===== config.mk =====
export PLATFORM = sky130hd
export DESIGN_NAME = bep_frame_controller
export DESIGN_NICKNAME = d
export VERILOG_FILES = /design/src/rtl/bep_frame_controller.sv
export SDC_FILE = /design/constraint.sdc
export NUM_CORES = 1
export LEC_CHECK = 0
export CAP_MARGIN = 10
export CORE_MARGIN = 4
export CORE_UTILIZATION = 25
export CTS_CLUSTER_SIZE = 24
export DETAILED_ROUTE_END_ITERATION = 16
export GPL_TIMING_DRIVEN = 1
export PLACE_DENSITY_LB_ADDON = 0.05
export SYNTH_ARGS = -nofsm -noshare
export SYNTH_HDL_FRONTEND = slang
export SYNTH_SLANG_ARGS = --single-unit

===== constraint.sdc =====
create_clock -name clock -period 3.1 [get_ports clock]
set_input_delay 0.62 -clock clock [delete_from_list [all_inputs] [get_ports clock]]
set_output_delay 0.62 -clock clock [all_outputs]
set_load 0.005 [all_outputs]

===== src/rtl/bep_frame_controller.sv =====
// -----------------------------------------------------------------------------
// bep_frame_controller
//
// Sequences a serial frame shift-register decoder. The raw serial clock and data
// are synchronised into the system clock domain. Each serial-clock rising edge
// becomes a single-cycle shift strobe to the decoder. The decoder is cleared
// between frames, and the gap between serial edges is policed once a frame has
// started. On completion the controller checks the bit count and the preamble,
// then holds a good frame until a valid/ack consumer takes it.
//
// Ports
//   clock, reset      system clock, synchronous active-high reset
//   serial_clk_in     raw asynchronous serial clock
//   serial_dat_in     raw asynchronous serial data
//   dec_reset         decoder clear strobe (one cycle, during CLEAR)
//   dec_shift         one-cycle decoder shift strobe
//   dec_data          bit to shift, meaningful while dec_shift=1
//   dec_full          decoder full flag
//   dec_preamble      decoder preamble field
//   frame_valid       decoder holds a checked good frame
//   frame_ack         consumer has taken the frame (honoured only in HOLD)
//   frame_error       one-cycle pulse when a frame is rejected
//   error_code        01 gap timeout, 10 bad preamble, 11 length mismatch
//   busy              at least one bit of the current frame received
//   frames_ok         saturating good-frame count
//   frames_bad        saturating rejected-frame count
// -----------------------------------------------------------------------------
module bep_frame_controller #(
    parameter int unsigned FRAME_BITS  = 192,
    parameter logic [31:0] PREAMBLE    = 32'hAAAAAAAA,
    parameter logic [19:0] GAP_TIMEOUT = 20'd500000
) (
    input  logic        clock,
    input  logic        reset,
    input  logic        serial_clk_in,
    input  logic        serial_dat_in,
    output logic        dec_reset,
    output logic        dec_shift,
    output logic        dec_data,
    input  logic        dec_full,
    input  logic [31:0] dec_preamble,
    output logic        frame_valid,
    input  logic        frame_ack,
    output logic        frame_error,
    output logic [1:0]  error_code,
    output logic        busy,
    output logic [7:0]  frames_ok,
    output logic [7:0]  frames_bad
);

    typedef enum logic [1:0] {
        ST_CLEAR   = 2'd0,
        ST_RECEIVE = 2'd1,
        ST_CHECK   = 2'd2,
        ST_HOLD    = 2'd3
    } state_t;

    localparam logic [7:0] FRAME_BITS_C = 8'(FRAME_BITS);
    localparam logic [1:0] ERR_GAP      = 2'b01;
    localparam logic [1:0] ERR_PREAMBLE = 2'b10;
    localparam logic [1:0] ERR_LENGTH   = 2'b11;

    // Saturating 8-bit increment used by the frame counters.
    function automatic logic [7:0] sat_inc8(input logic [7:0] value);
        logic [7:0] result;
        if (value == 8'hFF) begin
            result = value;
        end else begin
            result = value + 8'd1;
        end
        return result;
    endfunction

    logic        clk_sync1_r, clk_sync2_r, clk_sync3_r;
    logic        dat_sync1_r, dat_sync2_r;
    logic        edge_s;

    state_t      state_r, state_next_s;
    logic [7:0]  bit_cnt_r, bit_cnt_next_s;
    logic [19:0] gap_cnt_r, gap_cnt_next_s;
    logic [19:0] gap_inc_s;

    logic        dec_reset_r, dec_reset_next_s;
    logic        dec_shift_r, dec_shift_next_s;
    logic        dec_data_r, dec_data_next_s;
    logic        frame_valid_r, frame_valid_next_s;
    logic        frame_error_r, frame_error_next_s;
    logic [1:0]  error_code_r, error_code_next_s;
    logic        busy_r, busy_next_s;
    logic [7:0]  frames_ok_r, frames_ok_next_s;
    logic [7:0]  frames_bad_r, frames_bad_next_s;

    // Two-flop synchronisers for serial clock and data, plus an edge-detect stage on the clock.
    always_ff @(posedge clock) begin
        if (reset) begin
            clk_sync1_r <= 1'b0;
            clk_sync2_r <= 1'b0;
            clk_sync3_r <= 1'b0;
            dat_sync1_r <= 1'b0;
            dat_sync2_r <= 1'b0;
        end else begin
            clk_sync1_r <= serial_clk_in;
            clk_sync2_r <= clk_sync1_r;
            clk_sync3_r <= clk_sync2_r;
            dat_sync1_r <= serial_dat_in;
            dat_sync2_r <= dat_sync1_r;
        end
    end

    assign edge_s    = clk_sync2_r & ~clk_sync3_r;
    assign gap_inc_s = gap_cnt_r + 20'd1;

    // Next-state, counter and output decode for the frame sequencer.
    always_comb begin
        state_next_s       = state_r;
        bit_cnt_next_s     = bit_cnt_r;
        gap_cnt_next_s     = gap_cnt_r;
        dec_reset_next_s   = 1'b0;
        dec_shift_next_s   = 1'b0;
        dec_data_next_s    = 1'b0;
        frame_valid_next_s = 1'b0;
        frame_error_next_s = 1'b0;
        error_code_next_s  = error_code_r;
        busy_next_s        = 1'b0;
        frames_ok_next_s   = frames_ok_r;
        frames_bad_next_s  = frames_bad_r;

        case (state_r)
            ST_CLEAR: begin
                bit_cnt_next_s = 8'd0;
                gap_cnt_next_s = 20'd0;
                // Straight after reset dec_reset_r is still low, so CLEAR stays
                // one extra cycle to make sure the decoder clear pulse is issued.
                if (dec_reset_r) begin
                    state_next_s = ST_RECEIVE;
                end else begin
                    state_next_s = ST_CLEAR;
                end
            end

            ST_RECEIVE: begin
                if (dec_full) begin
                    state_next_s = ST_CHECK;
                end else if (edge_s) begin
                    dec_shift_next_s = 1'b1;
                    dec_data_next_s  = dat_sync2_r;
                    bit_cnt_next_s   = sat_inc8(bit_cnt_r);
                    gap_cnt_next_s   = 20'd0;
                end else if (bit_cnt_r != 8'd0) begin
                    // Firing as the count reaches the limit makes the error
                    // pulse land exactly GAP_TIMEOUT cycles after the last shift.
                    if (gap_inc_s == GAP_TIMEOUT) begin
                        frame_error_next_s = 1'b1;
                        error_code_next_s  = ERR_GAP;
                        frames_bad_next_s  = sat_inc8(frames_bad_r);
                        state_next_s       = ST_CLEAR;
                    end else begin
                        gap_cnt_next_s = gap_inc_s;
                    end
                end else begin
                    gap_cnt_next_s = 20'd0;
                end
            end

            ST_CHECK: begin
                if (bit_cnt_r != FRAME_BITS_C) begin
                    frame_error_next_s = 1'b1;
                    error_code_next_s  = ERR_LENGTH;
                    frames_bad_next_s  = sat_inc8(frames_bad_r);
                    state_next_s       = ST_CLEAR;
                end else if (dec_preamble != PREAMBLE) begin
                    frame_error_next_s = 1'b1;
                    error_code_next_s  = ERR_PREAMBLE;
                    frames_bad_next_s  = sat_inc8(frames_bad_r);
                    state_next_s       = ST_CLEAR;
                end else begin
                    frames_ok_next_s = sat_inc8(frames_ok_r);
                    state_next_s     = ST_HOLD;
                end
            end

            ST_HOLD: begin
                if (frame_ack) begin
                    state_next_s = ST_CLEAR;
                end else begin
                    state_next_s = ST_HOLD;
                end
            end

            default: begin
                state_next_s = ST_CLEAR;
            end
        endcase

        // Status outputs are registered, so they are decoded from the state being entered.
        dec_reset_next_s   = (state_next_s == ST_CLEAR);
        frame_valid_next_s = (state_next_s == ST_HOLD);
        busy_next_s        = ((state_next_s == ST_RECEIVE) && (bit_cnt_next_s != 8'd0)) ||
                             (state_next_s == ST_CHECK);
    end

    // State, counters and registered outputs.
    always_ff @(posedge clock) begin
        if (reset) begin
            state_r       <= ST_CLEAR;
            bit_cnt_r     <= 8'd0;
            gap_cnt_r     <= 20'd0;
            dec_reset_r   <= 1'b0;
            dec_shift_r   <= 1'b0;
            dec_data_r    <= 1'b0;
            frame_valid_r <= 1'b0;
            frame_error_r <= 1'b0;
            error_code_r  <= 2'b00;
            busy_r        <= 1'b0;
            frames_ok_r   <= 8'd0;
            frames_bad_r  <= 8'd0;
        end else begin
            state_r       <= state_next_s;
            bit_cnt_r     <= bit_cnt_next_s;
            gap_cnt_r     <= gap_cnt_next_s;
            dec_reset_r   <= dec_reset_next_s;
            dec_shift_r   <= dec_shift_next_s;
            dec_data_r    <= dec_data_next_s;
            frame_valid_r <= frame_valid_next_s;
            frame_error_r <= frame_error_next_s;
            error_code_r  <= error_code_next_s;
            busy_r        <= busy_next_s;
            frames_ok_r   <= frames_ok_next_s;
            frames_bad_r  <= frames_bad_next_s;
        end
    end

    assign dec_reset   = dec_reset_r;
    assign dec_shift   = dec_shift_r;
    assign dec_data    = dec_data_r;
    assign frame_valid = frame_valid_r;
    assign frame_error = frame_error_r;
    assign error_code  = error_code_r;
    assign busy        = busy_r;
    assign frames_ok   = frames_ok_r;
    assign frames_bad  = frames_bad_r;

endmodule


==> results of run 1 <==
[flip-flops by register name, indices dropped and copies added, names as in the netlist, 2 cells and up]
name,count
error_code,2
bit_cnt_r,8
frames_bad,8
frames_ok,8
state_r,2
gap_cnt_r,20
[critical path, delay by kind of cell (launching register included)]
family	cells	cell delay, ns
simple gates	5	1.33
mux	2	0.57
flops	1	0.53
compound gates	1	0.31
[cell usage in the layout, fill, tap and decap left out, types with 3 or more instances in the layout]
master and count:
mux2i_1 5, ha_1 9, nand3_1 15, nand4_1 18
xnor2_1 4, mux2_2 3, mux2_1 4, inv_1 15
a311oi_1 3, nor2_1 51, nor4b_1 3, clkbuf_16 9
nor3_1 14, nor4bb_1 12, o21ai_0 19, a21oi_1 29
o31ai_1 4, and3_1 16, and2_1 7, nor4_1 4
clkdlybuf4s50_1 60, nor3b_1 3, or3_1 6, or4_1 9
xor2_1 8, nand2_1 36, buf_4 12, nand2b_1 9
a31oi_1 7, nor2b_1 14, dfxtp_1 59
[stage by stage]
| step | cell area (um^2) | setup WS, ns | hold slack (ns) | std cells |
|---|---|---|---|---|
| finish | 4680 | 0.261 | 0.427 | 689 |
| global route | 4680 | 0.0277 | 0.457 | 689 |
| CTS | 4680 | 0.157 | 0.434 | 689 |
| detailed placement | 4390 | 0.178 | 0.422 | 676 |
| global placement | 4390 | 0.254 | 0.417 | 676 |
| floorplan | 3530 | 0.405 | 0.406 | 440 |
[final timing paths]
path                              from                         end  slack, ns  cells after the start
max          gap_cnt_r[7]$_SDFFE_PP0P_  frames_bad[4]$_SDFFE_PP0P_       0.26                      8
min             dat_sync2_r$_SDFF_PP0_         dec_data$_SDFF_PP0_       0.43                      1
max reg2reg  gap_cnt_r[7]$_SDFFE_PP0P_  frames_bad[4]$_SDFFE_PP0P_       0.26                      8
min reg2reg     dat_sync2_r$_SDFF_PP0_         dec_data$_SDFF_PP0_       0.43                      1
[logic make-up after synthesis]
| logic type | count (synthesis) | synth area share |
|---|---|---|
| simple gates | 233 | 0.382 |
| fa+ha+maj | 9 | 0.0319 |
| compound gates | 82 | 0.146 |
| xor+xnor | 12 | 0.0298 |
| buf+inv | 33 | 0.0397 |
| flops | 59 | 0.335 |
| mux | 12 | 0.0365 |
[power by group through the flow]
| stage | sequential [mW] | clock (mW) | combinational (mW) |
|---|---|---|---|
| 6_report | 0.789 | 0.987 | 0.301 |
| 2_1_floorplan | 0.803 | 0 | 0.163 |
| 4_1_cts | 0.789 | 1.02 | 0.308 |
| 3_5_place_dp | 0.805 | 0 | 0.306 |
| 5_1_grt | 0.791 | 1.05 | 0.338 |
| 3_3_place_gp | 0.805 | 0 | 0.306 |
[cell type report]
class	count	area (um^2)	area share
Multi-Input combinational cell	348	2220	0.473
Sequential cell	59	1180	0.252
Timing Repair Buffer	74	716	0.153
Clock buffer	11	253	0.0540
Tap cell	180	225	0.0481
Inverter	15	56.3	0.0120
Clock inverter	2	37.5	0.00801
[repair_timing]
action                     4_1_cts  5_1_grt
gates resized for setup          0        1
hold endpoints to repair         0        0
setup endpoints to repair        0        3
[routing by layer]
layer	routed length, um	track usage	part of all wire	vias up
li1	-	-	-	1748
met2	4470	0.208	0.43	85
met1	5040	0.178	0.49	1602
met3	629	0.0404	0.061	11
met4	194	0.0549	0.019	0
met5	0	0	0	-
==> flow_summary.ini, run 1 <==
[pwr]
power_mw = 2.08
internal_power_mw = 1.57
p_comb_frac = 0.145
p_seq_frac = 0.380
swShare = 0.246
p_leak_nw = 1.67
power.density_nw_per_um2 = 443
p_sw_mw = 0.510
ir_worst_vdd_mv = 0.237
p_clk_frac = 0.475

[yosys]
async_reset_ff_frac = 0
synth_top_area_cell = dfxtp_1
netlist_instances = 440
synth_common_cells = dfxtp_1, nor2_1, nand2_1, a21oi_1, o21ai_0
synth_flop_cell = dfxtp_1
syn_nets = 487
avgSynthCellArea_um2 = 8.02
ys_types = 61
synthTopCellsByArea = dfxtp_1, nor2_1, a21oi_1, nand2_1, nor4bb_1
yosysWarningCount = 0
synth.top_cell.area_share = 0.335
syn-cell-area_um2 = 3530
synth_most_common_cell = dfxtp_1
synth_seq_area_share = 0.335
yosys_register_bits = 59
synth_edf_count = 0

[global_route]
gr-usage-all-layers = 0.136
grt.overflow.total = 0
grt_max_degree = 36
grt_first_pass_wirelength_um = 17600
grt_pass1_vias = 3463
antenna_found_initial = 0

[placed_design]
hpwlAfterDp_um = 7700
io_buffers = 61
gp_congestion = 0.776

[final_layout]
diodes = 0
layout-drive-gt1-share = 0.0884
nets = 554
area_growth_pct = 32.7
fin_util = 0.337
fill_cells = 1454

[drt]
route.detailed.drc = 0
wirelength_um = 10300
vias = 3446
first_pass_iters = 4
ant_nets = 0
vias_per_cell = 5.00
wl_per_cell_um = 15.0
drt_iter0_markers = 200

[cts]
cts_tree = done
holdBufCountCts = 0
clock_latency_ns = 0.33
cts_made_buffers = 9
cts_htree_levels = 3
cts_root_buffer = clkbuf_16
path_clk_slew_ns = 0.05
cts_buffer_depth = 2
cts_sinks = 59
cts_setup_buffers = 0

[sta]
relSlewSlack = 0.500
fin_setup_tns_ns = 0
worst_pin_slew_ns = 0.750
drv_slew = 0
hold_viol_final = 0
period_share = 0.916
period_needed_ns = 2.84
max_freq_ghz = 0.352
rsz0062_at_grt = no
setup_viol = 0
fin_skew_ns = 0.00646

[floorplanning]
io_pins = 62
core-area_um2 = 13900
fp.dieH_um = 127
dieArea_um2 = 16100
rows = 43
start_util = 0.254
die_w_um = 127

[setup_path]
crit_fanout = 9
timing_worst_setup_path_type = reg2reg
startpoint_type = register
required_ns = 3.31
end_kind = register
path_cells = nand4_1 > nor4_4 > mux2i_1 > and4bb_1 > nand4_2 > a211oi_2 > and3_1 > mux2_1
arrival_ns = 3.05
worst_path_max_delay_cell = dfxtp_1
cp_slowest_stage_delay_ns = 0.53

[job]
cap_violations = 0

[hold_path]
min_path_type = reg2reg

[run_status]
outcome = completed
Note: power is estimated with default switching activity, not from simulation.
==> inputs of run 2 (changes only) <==
--- a/config.mk
+++ b/config.mk
@@ -12,6 +12,7 @@
 export DETAILED_ROUTE_END_ITERATION = 16
 export GPL_TIMING_DRIVEN = 1
 export PLACE_DENSITY_LB_ADDON = 0.05
+export SLEW_MARGIN = 20
 export SYNTH_ARGS = -nofsm -noshare
 export SYNTH_HDL_FRONTEND = slang
 export SYNTH_SLANG_ARGS = --single-unit
==> constraint.sdc (replaced) <==
create_clock -name clock -period 3 [get_ports clock]
set_input_delay 0.6 -clock clock [delete_from_list [all_inputs] [get_ports clock]]
set_output_delay 0.6 -clock clock [all_outputs]
set_load 0.005 [all_outputs]
==> run 2 against run 1 <==
Highest routed layer unchanged. Combinational power increased by 2%. Core utilization rose by 0.61 points. Largest power group unchanged. Clock power rose by 14%. Final area rose by 1.8%. Count of clock-buffer cells in the layout up 1. Via count grew 1.9%. Global-route usage decreased by 0.21 points. Critical endpoint is now frames_bad[6]$_SDFFE_PP0P_. Critical path type unchanged. Sequential share of layout area decreased by 0.45 points.
==> flow_summary.ini, run 2 (same netlist as run 1, synthesis figures left out) <==
[final_layout]
area_growth_pct = 35.1
final_cell_mix = clkdlybuf4s50_1, dfxtp_1, nor2_1
final_common_cell = clkdlybuf4s50_1
nets = 562
layout-drive-gt1-share = 0.104
diodes = 0
fill_cells = 1494
largest_reg_flops = 20
final_cells = 700
largest-register = gap_cnt_r

[cts]
cts_sinks = 59
cts_buffer_depth = 2
cts_tree = done
path_clk_slew_ns = 0.06
cts_made_buffers = 9
cts_setup_buffers = 0
cts_htree_levels = 3
cts_root_buffer = clkbuf_16
clock_latency_ns = 0.34
holdBufCountCts = 0

[floorplanning]
start_util = 0.254
die_w_um = 127
rows = 43
core-area_um2 = 13900
dieArea_um2 = 16100
io_pins = 62
fp.dieH_um = 127

[hold_path]
min_path_type = reg2reg
hold_path.startpoint = dat_sync2_r$_SDFF_PP0_
holdPathStages = 1
hold_end = dec_data$_SDFF_PP0_

[setup_path]
rr_startpoint = gap_cnt_r[0]$_SDFFE_PP0P_
arrival_ns = 3.06
r2r_setup_slack_ns = 0.16
r2r_cells = 9
end_kind = register
required_ns = 3.22
worst_r2r_endpoint = frames_bad[6]$_SDFFE_PP0P_
timing_worst_setup_path_type = reg2reg
crit_fanout = 11
startpoint_type = register

[placed_design]
io_buffers = 61
gp_congestion = 0.803
hpwlAfterDp_um = 7830
place_ws_ns = 0.0693
place_inst = 684

[sta]
period_share = 0.945
rsz0062_at_grt = no
max_freq_ghz = 0.353
fin_setup_tns_ns = 0
timing.final.ws_setup_ns = 0.164
relSlewSlack = 0.691
worst_pin_slew_ns = 0.461
period_needed_ns = 2.84
fin_skew_ns = 0.00733
setup_viol = 0
hold_viol_final = 0
drv_slew = 0

[drt]
first_pass_iters = 4
vias = 3510
wirelength_um = 10300
drt_iter0_markers = 216
ant_nets = 0
route.detailed.drc = 0
vias_per_cell = 5.01
wl_per_cell_um = 14.8

[pwr]
p_leak_nw = 1.72
ir_worst_vdd_mv = 0.209
power.density_nw_per_um2 = 473

[global_route]
grt_first_pass_wirelength_um = 17300
antenna_found_initial = 0
grt.overflow.total = 0
grt_pass1_vias = 3468
grt_max_degree = 23
gr-usage-all-layers = 0.134

[job]
cap_violations = 0

[run_status]
outcome = completed
## run 2: per-stage QoR
step	hold WS [ns]	instance area [um^2]	total power, mW	util
floorplan	0.406	3530	0.998	-
global placement	0.411	4430	1.14	0.319
detailed placement	0.421	4430	1.14	0.319
CTS	0.434	4750	2.30	0.343
global route	0.458	4770	2.36	0.344
finish	0.427	4770	2.26	0.344
## run 2: final cells by class
cell class | instances | area (um^2) | share of cell area
repair buffers | 82 | 763 | 0.160
inverters | 15 | 56.3 | 0.0118
flip-flops and latches | 59 | 1180 | 0.248
clock buffers | 12 | 246 | 0.0517
clock inverters | 4 | 73.8 | 0.0155
well taps | 180 | 225 | 0.0472
multi-input cells | 348 | 2220 | 0.466
## run 2: per-layer routing
| metal | vias to the layer above | track usage | share of wire |
|---|---|---|---|
| met2 | 108 | 0.205 | 0.44 |
| met5 | - | 0 | 0 |
| met4 | 0 | 0.0574 | 0.021 |
| li1 | 1761 | - | - |
| met3 | 16 | 0.0455 | 0.065 |
| met1 | 1625 | 0.171 | 0.47 |
## run 2: worst max-delay path, cell delays in order, from the launching register on
cell and delay, ns:
dfxtp_1 0.39, ha_1 0.23, nand3_4 0.18, nor4_4 0.35, mux2i_1 0.28, and4bb_1 0.28, nand4_2 0.19, a211oi_4 0.30
and3_1 0.19, mux2_1 0.31
## run 2: how the worst max path moves through the flow
| stage | from | to | slack, ns | cells past startpoint |
|---|---|---|---|---|
| after global routing | gap_cnt_r[0]$_SDFFE_PP0P_ | frames_bad[6]$_SDFFE_PP0P_ | 0.01 | 9 |
| after detailed placement | gap_cnt_r[0]$_SDFFE_PP0P_ | frames_bad[4]$_SDFFE_PP0P_ | 0.07 | 9 |
| final | gap_cnt_r[0]$_SDFFE_PP0P_ | frames_bad[6]$_SDFFE_PP0P_ | 0.16 | 9 |
| after CTS | gap_cnt_r[0]$_SDFFE_PP0P_ | frames_bad[6]$_SDFFE_PP0P_ | 0.04 | 9 |
| after floorplan | gap_cnt_r[0]$_SDFFE_PP0P_ | frames_bad[4]$_SDFFE_PP0P_ | 0.30 | 10 |
| after global placement | gap_cnt_r[0]$_SDFFE_PP0P_ | frames_bad[6]$_SDFFE_PP0P_ | 0.11 | 9 |
## run 2: power breakdown
part	switching, mW	internal, mW
Combinational	0.165	0.141
Sequential	0.0132	0.801
Clock	0.384	0.750
## run 2: what timing repair did
| item | in CTS | in global routing |
|---|---|---|
| endpoints found under the hold margin | 0 | 0 |
| setup endpoints to repair | 0 | 3 |
| resized for setup | 0 | 2 |
